==> config.mk <==
export PLATFORM = sky130hd
export DESIGN_NAME = ccta_seq
export DESIGN_NICKNAME = d
export VERILOG_FILES = /design/src/rtl/ccta_seq.sv
export SDC_FILE = /design/constraint.sdc
export NUM_CORES = 1
export LEC_CHECK = 0
export CAP_MARGIN = 10
export CORE_ASPECT_RATIO = 0.7
export CORE_MARGIN = 4
export CORE_UTILIZATION = 56
export DETAILED_ROUTE_END_ITERATION = 8
export PLACE_DENSITY = 0.85
export SKIP_CTS_REPAIR_TIMING = 1
export SLEW_MARGIN = 15
export SYNTH_ARGS = -nofsm -noshare
export SYNTH_HDL_FRONTEND = slang
export SYNTH_SLANG_ARGS = --single-unit
==> constraint.sdc <==
create_clock -name clk -period 4.35 [get_ports clk]
set_input_delay 0.87 -clock clk [delete_from_list [all_inputs] [get_ports clk]]
set_output_delay 0.87 -clock clk [all_outputs]
set_load 0.01 [all_outputs]
==> src/rtl/ccta_seq.sv <==
// rtl/ccta_seq.sv - operand sequencer and result collector for the CCTA block
module ccta_seq #(
    parameter int          BEATS = 10,
    parameter int          HOLD  = 5,
    parameter logic [15:0] SEED  = 16'hACE1
) (
    input  logic        clk,
    input  logic        rst,
    input  logic        start,
    output logic [3:0]  A,
    output logic [3:0]  B,
    output logic [3:0]  C,
    output logic        ctrl,
    output logic        dut_rst,
    input  logic [4:0]  q,
    output logic        busy,
    output logic        done,
    output logic [15:0] sum,
    output logic [4:0]  sig
);

    localparam logic [2:0] S_IDLE  = 3'd0;
    localparam logic [2:0] S_HOLD  = 3'd1;
    localparam logic [2:0] S_RUN0  = 3'd2;
    localparam logic [2:0] S_RUN1  = 3'd3;
    localparam logic [2:0] S_DRAIN = 3'd4;
    localparam logic [2:0] S_DONE  = 3'd5;

    localparam logic [7:0]  HOLD_LAST  = 8'(HOLD - 1);
    localparam logic [7:0]  BEATS_LAST = 8'(BEATS - 1);
    // An all-zero Galois LFSR would lock up, so a zero seed is promoted to 1.
    localparam logic [15:0] SEED_EFF   = (SEED == 16'h0000) ? 16'h0001 : SEED;
    localparam logic [15:0] LFSR_TAPS  = 16'hB400;

    logic [2:0]  r_state;
    logic [7:0]  r_cnt;
    logic [15:0] r_lfsr;
    logic        r_vld;
    logic [15:0] r_sum;
    logic [4:0]  r_sig;

    logic        w_run;
    logic        w_start;
    logic [15:0] w_lfsr_nxt;

    assign w_run      = (r_state == S_RUN0) || (r_state == S_RUN1);
    assign w_start    = start && ((r_state == S_IDLE) || (r_state == S_DONE));
    assign w_lfsr_nxt = (r_lfsr >> 1) ^ (r_lfsr[0] ? LFSR_TAPS : 16'h0000);

    always_ff @(posedge clk) begin
        if (rst) begin
            r_state <= S_IDLE;
            r_cnt   <= 8'd0;
            r_lfsr  <= SEED_EFF;
            r_vld   <= 1'b0;
            r_sum   <= 16'd0;
            r_sig   <= 5'd0;
        end else begin
            // q answers the beat presented on the previous cycle.
            r_vld <= w_run;
            if (w_run) begin
                r_lfsr <= w_lfsr_nxt;
            end
            if (r_vld) begin
                r_sum <= r_sum + {11'd0, q};
                r_sig <= {r_sig[3:0], r_sig[4]} ^ q;
            end

            case (r_state)
                S_IDLE, S_DONE: begin
                    if (w_start) begin
                        r_state <= S_HOLD;
                        r_cnt   <= 8'd0;
                        r_lfsr  <= SEED_EFF;
                        r_sum   <= 16'd0;
                        r_sig   <= 5'd0;
                    end
                end
                S_HOLD: begin
                    if (r_cnt == HOLD_LAST) begin
                        r_state <= S_RUN0;
                        r_cnt   <= 8'd0;
                    end else begin
                        r_cnt <= r_cnt + 8'd1;
                    end
                end
                S_RUN0: begin
                    if (r_cnt == BEATS_LAST) begin
                        r_state <= S_RUN1;
                        r_cnt   <= 8'd0;
                    end else begin
                        r_cnt <= r_cnt + 8'd1;
                    end
                end
                S_RUN1: begin
                    if (r_cnt == BEATS_LAST) begin
                        r_state <= S_DRAIN;
                        r_cnt   <= 8'd0;
                    end else begin
                        r_cnt <= r_cnt + 8'd1;
                    end
                end
                S_DRAIN: begin
                    r_state <= S_DONE;
                end
                default: begin
                    r_state <= S_IDLE;
                    r_cnt   <= 8'd0;
                end
            endcase
        end
    end

    assign A       = w_run ? r_lfsr[3:0]  : 4'd0;
    assign B       = w_run ? r_lfsr[7:4]  : 4'd0;
    assign C       = w_run ? r_lfsr[11:8] : 4'd0;
    assign ctrl    = (r_state == S_RUN1);
    assign dut_rst = (r_state == S_IDLE) || (r_state == S_HOLD);
    assign busy    = (r_state == S_HOLD) || w_run || (r_state == S_DRAIN);
    assign done    = (r_state == S_DONE);
    assign sum     = r_sum;
    assign sig     = r_sig;

endmodule

==> impl_results.md, run 1 <==
- Outcome: finished clean
- Largest net degree at the start of global routing: 33
- Required time worst endpoint: 3.48 ns
- GPL Wtd Cong: 0.855
- Iter 0 DRT Violations: 163
- CP endpoint kind: primary output
- Share of the synthesized area in the top cell type: 0.397
- Cell with the most instances after synthesis: dfxtp_1
- Skew-Pair Late Insertion Delay: 0.30 ns
- Placed cells: 374
- Clock-pin slew on the worst setup and hold paths: 0.10 ns
- RSZ-0062 raised after global routing: no
- Mapped Nets: 306
- Max Clock Skew: 0.0123 ns
- Ys async rst share: 0
- Critical path class: flip-flop to primary output
- Dpl hpwl: 4.18 mm
- Tcrit/Tclk final: 0.697
- Max-slew violation count: 0
- Root buf cell: clkbuf_8
- Die X: 87.4 µm
- NumNets Final: 346
- Psw: 503 µW
- Synth Warn #: 0
- DR pass1 iterations: 4
- DRT Wirelength: 5.80 mm
- Static leakage: 1.08 nW
- Min-delay src: r_lfsr[1]
- Dpl cell area: 0.00294 mm²
- TNS Setup: 0 ns
- Ratio of cells with drive above 1 in the final layout: 0.0424
- Initial antenna violation count: 0
- Reg power frac: 0.433
- Number of CTS-inserted buffers: 5
- Fin. Hold Viols: 0
- Final non-filler cell area: 0.00303 mm²
- Overflow after GRT: 0
- Total track usage: 0.219
- Syn Area/Cell: 8.55 µm²
- Number of remaining DRC errors: 0
- Reg2reg start: r_vld
- Synthesized flop and latch total: 49
- Worst path max stage delay: 0.69 ns
- Pint: 850 µW
- Worst rel slew slack: 0.278
- WL/cell: 15.2 µm
- Net Sw Frac: 0.372
- Post-synthesis instance area: 0.00247 mm²
- Worst setup SP type: flip-flop
- IO buf count: 44
- EDFF count, synth: 0
- Worst hold margin: 0.459 ns
- Antenna diodes: 0
- First-pass GRT wire length: 9.98 mm
- Sequential fraction of the synthesis area: 0.397
- Clock power share: 0.201
- Max Fclk: 330 MHz
- CP arrival: 2.16 ns
- Cell Rows: 19
- Dpl ws: 1.14 ns
- Num ports: 45
- Die height: 63.6 µm
- Starting Density: 0.605
- Commonest cells in the netlist: 49 x dfxtp_1, 29 x nand2_1, 22 x a21oi_1
- Critical-path cell list: nand2b_1 -> nor2_1 -> clkdlybuf4s50_1
- Max cap viols: 0
- CP Buf/Inv Count: 1
- # setup viols final: 0
- Maximum VDD drop: 0.359 mV
- Leading area contributor after synthesis: dfxtp_1
- Top FF cell, synth: dfxtp_1
- Post-route antenna net violation count: 0
- Worst setup path startpoint: r_state[2]
- HP Class: flip-flop to flip-flop
- H-tree depth: 2
- CP top delay family: simple AND/OR/NAND/NOR gates
- CTS Sinks: 49
- Actual slew at the worst max-slew pin: 1.08 ns
- Core area: 0.00409 mm²
- Tmin final: 3.03 ns
- Pwr per Cell Area: 447 mW/mm²
- Vias: 2260
- Drt via density: 5.92
- Unique cell type count in the Yosys netlist: 48
- Final WS setup: 1.32 ns
- Vias in the first global route: 2031
- Worst-path fanout max: 21
- Synth top area cells: dfxtp_1 40%, a21oi_1 4.5%, nand2_1 4.4%, xnor2_1 4.3%, ha_1 4.0%
- Synth Instances: 289
- Comb power frac: 0.367
- CP max-delay cell: nand2b_1
- Die area: 0.00556 mm²
- CTS tree: done
- CTS Buffer Depth: 2
- Layout Cells excl Fill: 382
- Synth-to-layout area growth: 22.6%
==> layout make-up <==
cell class	instances	area [µm²]
Multi-Input combinational cell	211	1380
Fill cell	310	1060
Sequential cell	49	981
Timing Repair Buffer	45	448
Clock buffer	5	68.8
Tap cell	52	65.1
Inverter	17	63.8
Clock inverter	3	22.5
==> flip-flops by register name (all words and copies together), names as in the netlist <==
signal,flops
r_cnt,8
r_lfsr,16
r_state,3
r_vld,1
sig,5
sum,16
==> tightest hold or removal path, cell delays in order (launching register included) <==
cell	delay, ns
dfxtp_1	0.32
nand2_1	0.05
a21oi_1	0.05
==> through the flow <==
step / utilization / total power, mW
floorplan: - / 0.904
global placement: 0.719 / 1.07
detailed placement: 0.719 / 1.09
CTS: 0.741 / 1.36
global route: 0.741 / 1.45
finish: 0.741 / 1.35
==> cells by family after synthesis <==
kind of cell | count (synthesis) | share of synthesized area
AOI/OAI and AO/OA | 82 | 0.225
xor gates and xnor gates | 14 | 0.0496
adders and majority gates | 11 | 0.0567
buffers and inverters | 29 | 0.0445
DFF | 49 | 0.397
muxes | 3 | 0.0121
and+or+nand+nor | 101 | 0.215
==> cell usage in the layout (no fill, tap or decap), drive strengths merged, types with 3 or more instances in the layout <==
cell and count:
dfxtp 49, clkdlybuf4s50 44, nand2 29, a21oi 22, nor2 17, inv 16
o21ai 14, xnor2 12, a211oi 12, and2 9, nand3 9, ha 8
or4 7, or3 6, o31ai 6, nor3 5, a211o 5, nand4 5
clkbuf 5, nor2b 4, o2bb2ai 4, clkinv 4, o211ai 3, and4 3
mux2i 3, a31oi 3, o311a 3
==> worst paths after layout <==
path,end,slack (ns),depth (start not counted)
min reg2reg,r_lfsr[1],0.46,2
max reg2reg,sum[15],2.14,4
max,ctrl,1.32,3
min,r_lfsr[1],0.46,2
==> per-layer routing <==
layer	up-vias	GRT usage	share of wire
li1	1134	-	-
met1	1053	0.331	0.53
met2	71	0.311	0.41
met3	2	0.0612	0.060
met4	0	0.0345	0.0022
met5	-	0	0
==> power groups by stage <==
stage / Clock, mW / Sequential (mW) / Combinational (mW)
2_1_floorplan: 0 / 0.567 / 0.337
3_3_place_gp: 0 / 0.592 / 0.479
3_5_place_dp: 0 / 0.593 / 0.493
4_1_cts: 0.274 / 0.583 / 0.497
5_1_grt: 0.302 / 0.596 / 0.553
6_report: 0.272 / 0.586 / 0.496
Note: power is estimated with default switching activity, not from simulation.
==> inputs of run 2 (changes only) <==
--- a/config.mk
+++ b/config.mk
@@ -8,9 +8,9 @@
 export CAP_MARGIN = 10
 export CORE_ASPECT_RATIO = 0.7
 export CORE_MARGIN = 4
-export CORE_UTILIZATION = 56
+export CORE_UTILIZATION = 52
 export DETAILED_ROUTE_END_ITERATION = 8
-export PLACE_DENSITY = 0.85
+export PLACE_DENSITY = 0.79
 export SKIP_CTS_REPAIR_TIMING = 1
 export SLEW_MARGIN = 15
 export SYNTH_ARGS = -nofsm -noshare
==> constraint.sdc (replaced) <==
create_clock -name clk -period 2.85 [get_ports clk]
set_input_delay 0.57 -clock clk [delete_from_list [all_inputs] [get_ports clk]]
set_output_delay 0.57 -clock clk [all_outputs]
set_load 0.01 [all_outputs]
==> run 2 against run 1 <==
  * Total power up 56%
  * Global-route usage decreased by 1.9 points
  * Clock-buffer cell count increased by 2
  * Hold slack improved by 0.0012 ns
  * Clock skew decreased by 0.0078 ns
  * Sequential cell count did not move
  * Core utilization down 4.6 points
  * Sequential power increased by 49%
  * Largest power group unchanged
  * Highest routed layer unchanged
==> impl_results.md, run 2 (synthesis gave the netlist of run 1 again) <==
- Outcome: finished clean
- DR pass1 iterations: 4
- Post-route antenna net violation count: 0
- CP endpoint kind: primary output
- CP top delay family: buffers and inverters
- # setup viols final: 0
- Final non-filler cell area: 0.00309 mm²
- TNS Setup: 0 ns
- Die area: 0.00594 mm²
- Critical-path cell list: nor2b_1 -> buf_4 -> and2_1 -> clkdlybuf4s50_1
- GPL Wtd Cong: 0.839
- Worst setup SP type: flip-flop
- Starting Density: 0.555
- Pint: 1.36 mW
- Max Clock Skew: 0.00449 ns
- Largest net degree at the start of global routing: 30
- Comb power frac: 0.375
- Worst rel slew slack: 0.575
- Pwr per Cell Area: 683 mW/mm²
- Maximum VDD drop: 0.561 mV
- Critical path class: flip-flop to primary output
- Die X: 90.4 µm
- Dpl cell area: 0.00299 mm²
- Die height: 65.7 µm
- CTS Sinks: 49
- Dpl hpwl: 4.14 mm
- Static leakage: 1.12 nW
- Drt via density: 5.77
- Root buf cell: clkbuf_8
- Reg power frac: 0.414
- Cell Rows: 20
- Max-slew violation count: 0
- HP Class: flip-flop to flip-flop
- Psw: 752 µW
- Commonest non-fill, non-tap cell in the layout: dfxtp_1
- Number of CTS-inserted buffers: 5
- Total track usage: 0.200
- Tmin final: 2.56 ns
- Number of remaining DRC errors: 0
- Vias in the first global route: 2101
- First-pass GRT wire length: 9.82 mm
- NumNets Final: 351
- Skew-Pair Late Insertion Delay: 0.30 ns
- DRT Wirelength: 5.76 mm
- CTS tree: done
- Net Sw Frac: 0.356
- Fin. Hold Viols: 0
- Actual slew at the worst max-slew pin: 0.634 ns
- Num ports: 45
- WL/cell: 14.8 µm
- RSZ-0062 raised after global routing: no
- Vias: 2249
- Antenna diodes: 0
- Core area: 0.00445 mm²
- CP Buf/Inv Count: 2
- Initial antenna violation count: 0
- Iter 0 DRT Violations: 148
- Max Fclk: 390 MHz
- Worst-path fanout max: 16
- IO buf count: 44
- Max cap viols: 0
- Clock power share: 0.211
- Overflow after GRT: 0
- H-tree depth: 2
- CTS Buffer Depth: 2
- Most frequent cells in the layout: 49 x dfxtp_1, 44 x clkdlybuf4s50_1, 29 x nand2_1
- Synth-to-layout area growth: 25.2%
- Worst path max stage delay: 0.56 ns
- Tcrit/Tclk final: 0.899
- Required time worst endpoint: 2.28 ns
- CP arrival: 1.99 ns
- Clock-pin slew on the worst setup and hold paths: 0.09 ns
- CP max-delay cell: clkdlybuf4s50_1
- Ratio of cells with drive above 1 in the final layout: 0.0567
==> run 2: final timing paths <==
check / from / endpoint / slack (ns) / depth (start not counted)
worst max-delay path: r_state[1] / A[1] / 0.29 / 4
worst min register to register: r_lfsr[15] / r_lfsr[14] / 0.46 / 2
worst min-delay path: r_lfsr[15] / r_lfsr[14] / 0.46 / 2
worst max register to register: sum[0] / sum[8] / 1.00 / 7
==> run 2: layer usage <==
metal	track usage	wire (µm)	vias up
met1	0.286	3050	1074
met4	0.0420	7	0
met5	0	0	-
met2	0.302	2470	40
li1	-	-	1133
met3	0.0549	232	2
==> run 2: final cells by class <==
| cell class | instances | area, µm² |
|---|---|---|
| Timing Repair Buffer | 50 | 498 |
| Clock buffer | 7 | 96.3 |
| Clock inverter | 1 | 5.00 |
| Sequential cell | 49 | 981 |
| Fill cell | 377 | 1360 |
| Multi-Input combinational cell | 211 | 1380 |
| Tap cell | 55 | 68.8 |
| Inverter | 17 | 63.8 |
==> run 2: power by group through the flow <==
stage / sequential, mW / combinational, mW / clock (mW)
floorplan: 0.866 / 0.514 / 0
global placement: 0.884 / 0.774 / 0
detailed placement: 0.887 / 0.790 / 0
CTS: 0.871 / 0.795 / 0.462
global route: 0.885 / 0.880 / 0.493
finish: 0.875 / 0.793 / 0.446
==> run 2: through the flow <==
step / hold slack (ns) / util / std cells / worst slack, ns / power (mW)
finish: 0.461 / 0.695 / 390 / 0.287 / 2.11
global route: 0.483 / 0.695 / 390 / 0.161 / 2.26
CTS: 0.463 / 0.695 / 390 / 0.272 / 2.13
detailed placement: 0.443 / 0.672 / 382 / 0.294 / 1.68
global placement: 0.435 / 0.672 / 382 / 0.317 / 1.66
floorplan: 0.427 / - / 289 / 0.711 / 1.38
==> run 2: tightest hold or removal path: cells and delay by family, from the launching register on <==
| kind | cells | cell delay [ns] |
|---|---|---|
| and+or+nand+nor | 1 | 0.05 |
| DFF | 1 | 0.32 |
| AOI/OAI and AO/OA | 1 | 0.05 |
==> inputs of run 3 (changes only) <==
--- a/config.mk
+++ b/config.mk
@@ -7,7 +7,6 @@
 export LEC_CHECK = 0
 export CAP_MARGIN = 10
 export CORE_ASPECT_RATIO = 0.7
-export CORE_MARGIN = 4
 export CORE_UTILIZATION = 52
 export DETAILED_ROUTE_END_ITERATION = 8
 export PLACE_DENSITY = 0.79
==> run 3 against run 2 <==
  * The run now ends with design-rule violations left
  * Clock skew up 0.0034 ns
  * Clock power up 15%
  * First-iteration DRC count down 31%
  * Via count up 1.2%
==> impl_results.md, run 3 (synthesis gave the netlist of run 1 again) <==
- HP Class: flip-flop to flip-flop
- Vias: 2275
- Tcrit/Tclk final: 0.889
- Drt via density: 5.83
- Worst rel slew slack: 0.588
- Final Power: 2.17 mW
- Dpl ws: 0.287 ns
- Pint: 1.43 mW
- Psw: 744 µW
- IO buf count: 44
- Required time worst endpoint: 2.28 ns
- H-tree depth: 2
- Reg power frac: 0.401
- Dpl hpwl: 3.93 mm
- WL/cell: 14.0 µm
- Layout Cells excl Fill: 390
- Commonest non-fill, non-tap cell in the layout: dfxtp_1
- Die height: 59.7 µm
- Comb power frac: 0.362
- Antenna diodes: 0
- TNS Setup: 0 ns
- Synth-to-layout area growth: 25.8%
- Vias in the first global route: 2019
- Critical path class: flip-flop to primary output
- Outcome: finished with violations
- CTS tree: done
- Number of remaining DRC errors: 4
- Clock power share: 0.237
- Tmin final: 2.53 ns
- Worst R2R Setup Slack: 1.00 ns
- DRT Wirelength: 5.48 mm
- Actual slew at the worst max-slew pin: 0.616 ns
- Number of CTS-inserted buffers: 5
- Root buf cell: clkbuf_8
- CTS Buffer Depth: 2
- Ratio of cells with drive above 1 in the final layout: 0.0537
- Failing checks: design-rule violations
- Max-slew violation count: 0
- Num ports: 45
- Max Fclk: 395 MHz
- Fin. Hold Viols: 0
- Net Sw Frac: 0.342
- Placed cells: 382
- Pwr per Cell Area: 699 mW/mm²
- Overflow after GRT: 0
- Core area: 0.00445 mm²
- Starting Density: 0.555
- Cell Rows: 20
- RSZ-0062 raised after global routing: no
- Max cap viols: 0
- Final non-filler cell area: 0.00311 mm²
- DR pass1 iterations: 6
- Clock-pin slew on the worst setup and hold paths: 0.08 ns
- Initial antenna violation count: 0
- Max Clock Skew: 0.00794 ns
- Static leakage: 1.12 nW
- Dpl cell area: 0.00299 mm²
- # setup viols final: 0
- Total track usage: 0.228
- CP arrival: 1.96 ns
- GPL Wtd Cong: 0.856
- CP endpoint kind: primary output
- Worst setup SP type: flip-flop
- Final WS setup: 0.317 ns
- CTS Sinks: 49
- Skew-Pair Late Insertion Delay: 0.30 ns
- Largest net degree at the start of global routing: 29
- Die X: 84.4 µm
- Most frequent cells in the layout: 49 x dfxtp_1, 44 x clkdlybuf4s50_1, 29 x nand2_1
- NumNets Final: 351
- Maximum VDD drop: 0.560 mV
- Die area: 0.00504 mm²
- Fillers: 379
- Worst-path fanout max: 16
- Iter 0 DRT Violations: 102
- Post-route antenna net violation count: 0
- First-pass GRT wire length: 9.17 mm
-- run 3: area by class of cell --
cell class                      instances  area, µm²  area share
Clock buffer                            7       86.3      0.0278
Multi-Input combinational cell        211       1380       0.444
Tap cell                               55       68.8      0.0221
Inverter                               17       63.8      0.0205
Clock inverter                          1       30.0     0.00966
Timing Repair Buffer                   50        498       0.160
Sequential cell                        49        981       0.315
-- run 3: worst paths after layout --
path                    from        end  cells after the start
hold / removal     r_lfsr[6]  r_lfsr[6]                      1
setup / recovery  r_state[1]       A[1]                      4
hold reg to reg    r_lfsr[6]  r_lfsr[6]                      1
setup reg to reg      sum[2]    sum[15]                      5
-- run 3: power groups by stage --
| stage | Clock (mW) | Combinational (mW) | Sequential (mW) |
|---|---|---|---|
| floorplan | 0 | 0.514 | 0.866 |
| global placement | 0 | 0.771 | 0.884 |
| detailed placement | 0 | 0.787 | 0.888 |
| CTS | 0.525 | 0.793 | 0.871 |
| global route | 0.554 | 0.871 | 0.888 |
| finish | 0.515 | 0.788 | 0.871 |
-- run 3: worst max-delay path: stages, from the launching register on --
cell             delay (ns)
dfxtp_1                0.50
nor2b_1                0.21
buf_4                  0.22
and2_1                 0.19
clkdlybuf4s50_1        0.55
-- run 3: routing by layer --
| layer | global-route usage | wire (µm) | vias up |
|---|---|---|---|
| li1 | - | - | 1141 |
| met1 | 0.309 | 2710 | 1073 |
| met2 | 0.378 | 2410 | 57 |
| met3 | 0.0497 | 324 | 4 |
| met4 | 0.0508 | 25 | 0 |
| met5 | 0 | 0 | - |
-- run 3: per-stage QoR --
step,hold slack [ns],utilization
final,0.456,0.698
after detailed placement,0.442,0.672
after global routing,0.475,0.698
after CTS,0.456,0.698
after floorplan,0.427,-
after global placement,0.436,0.672
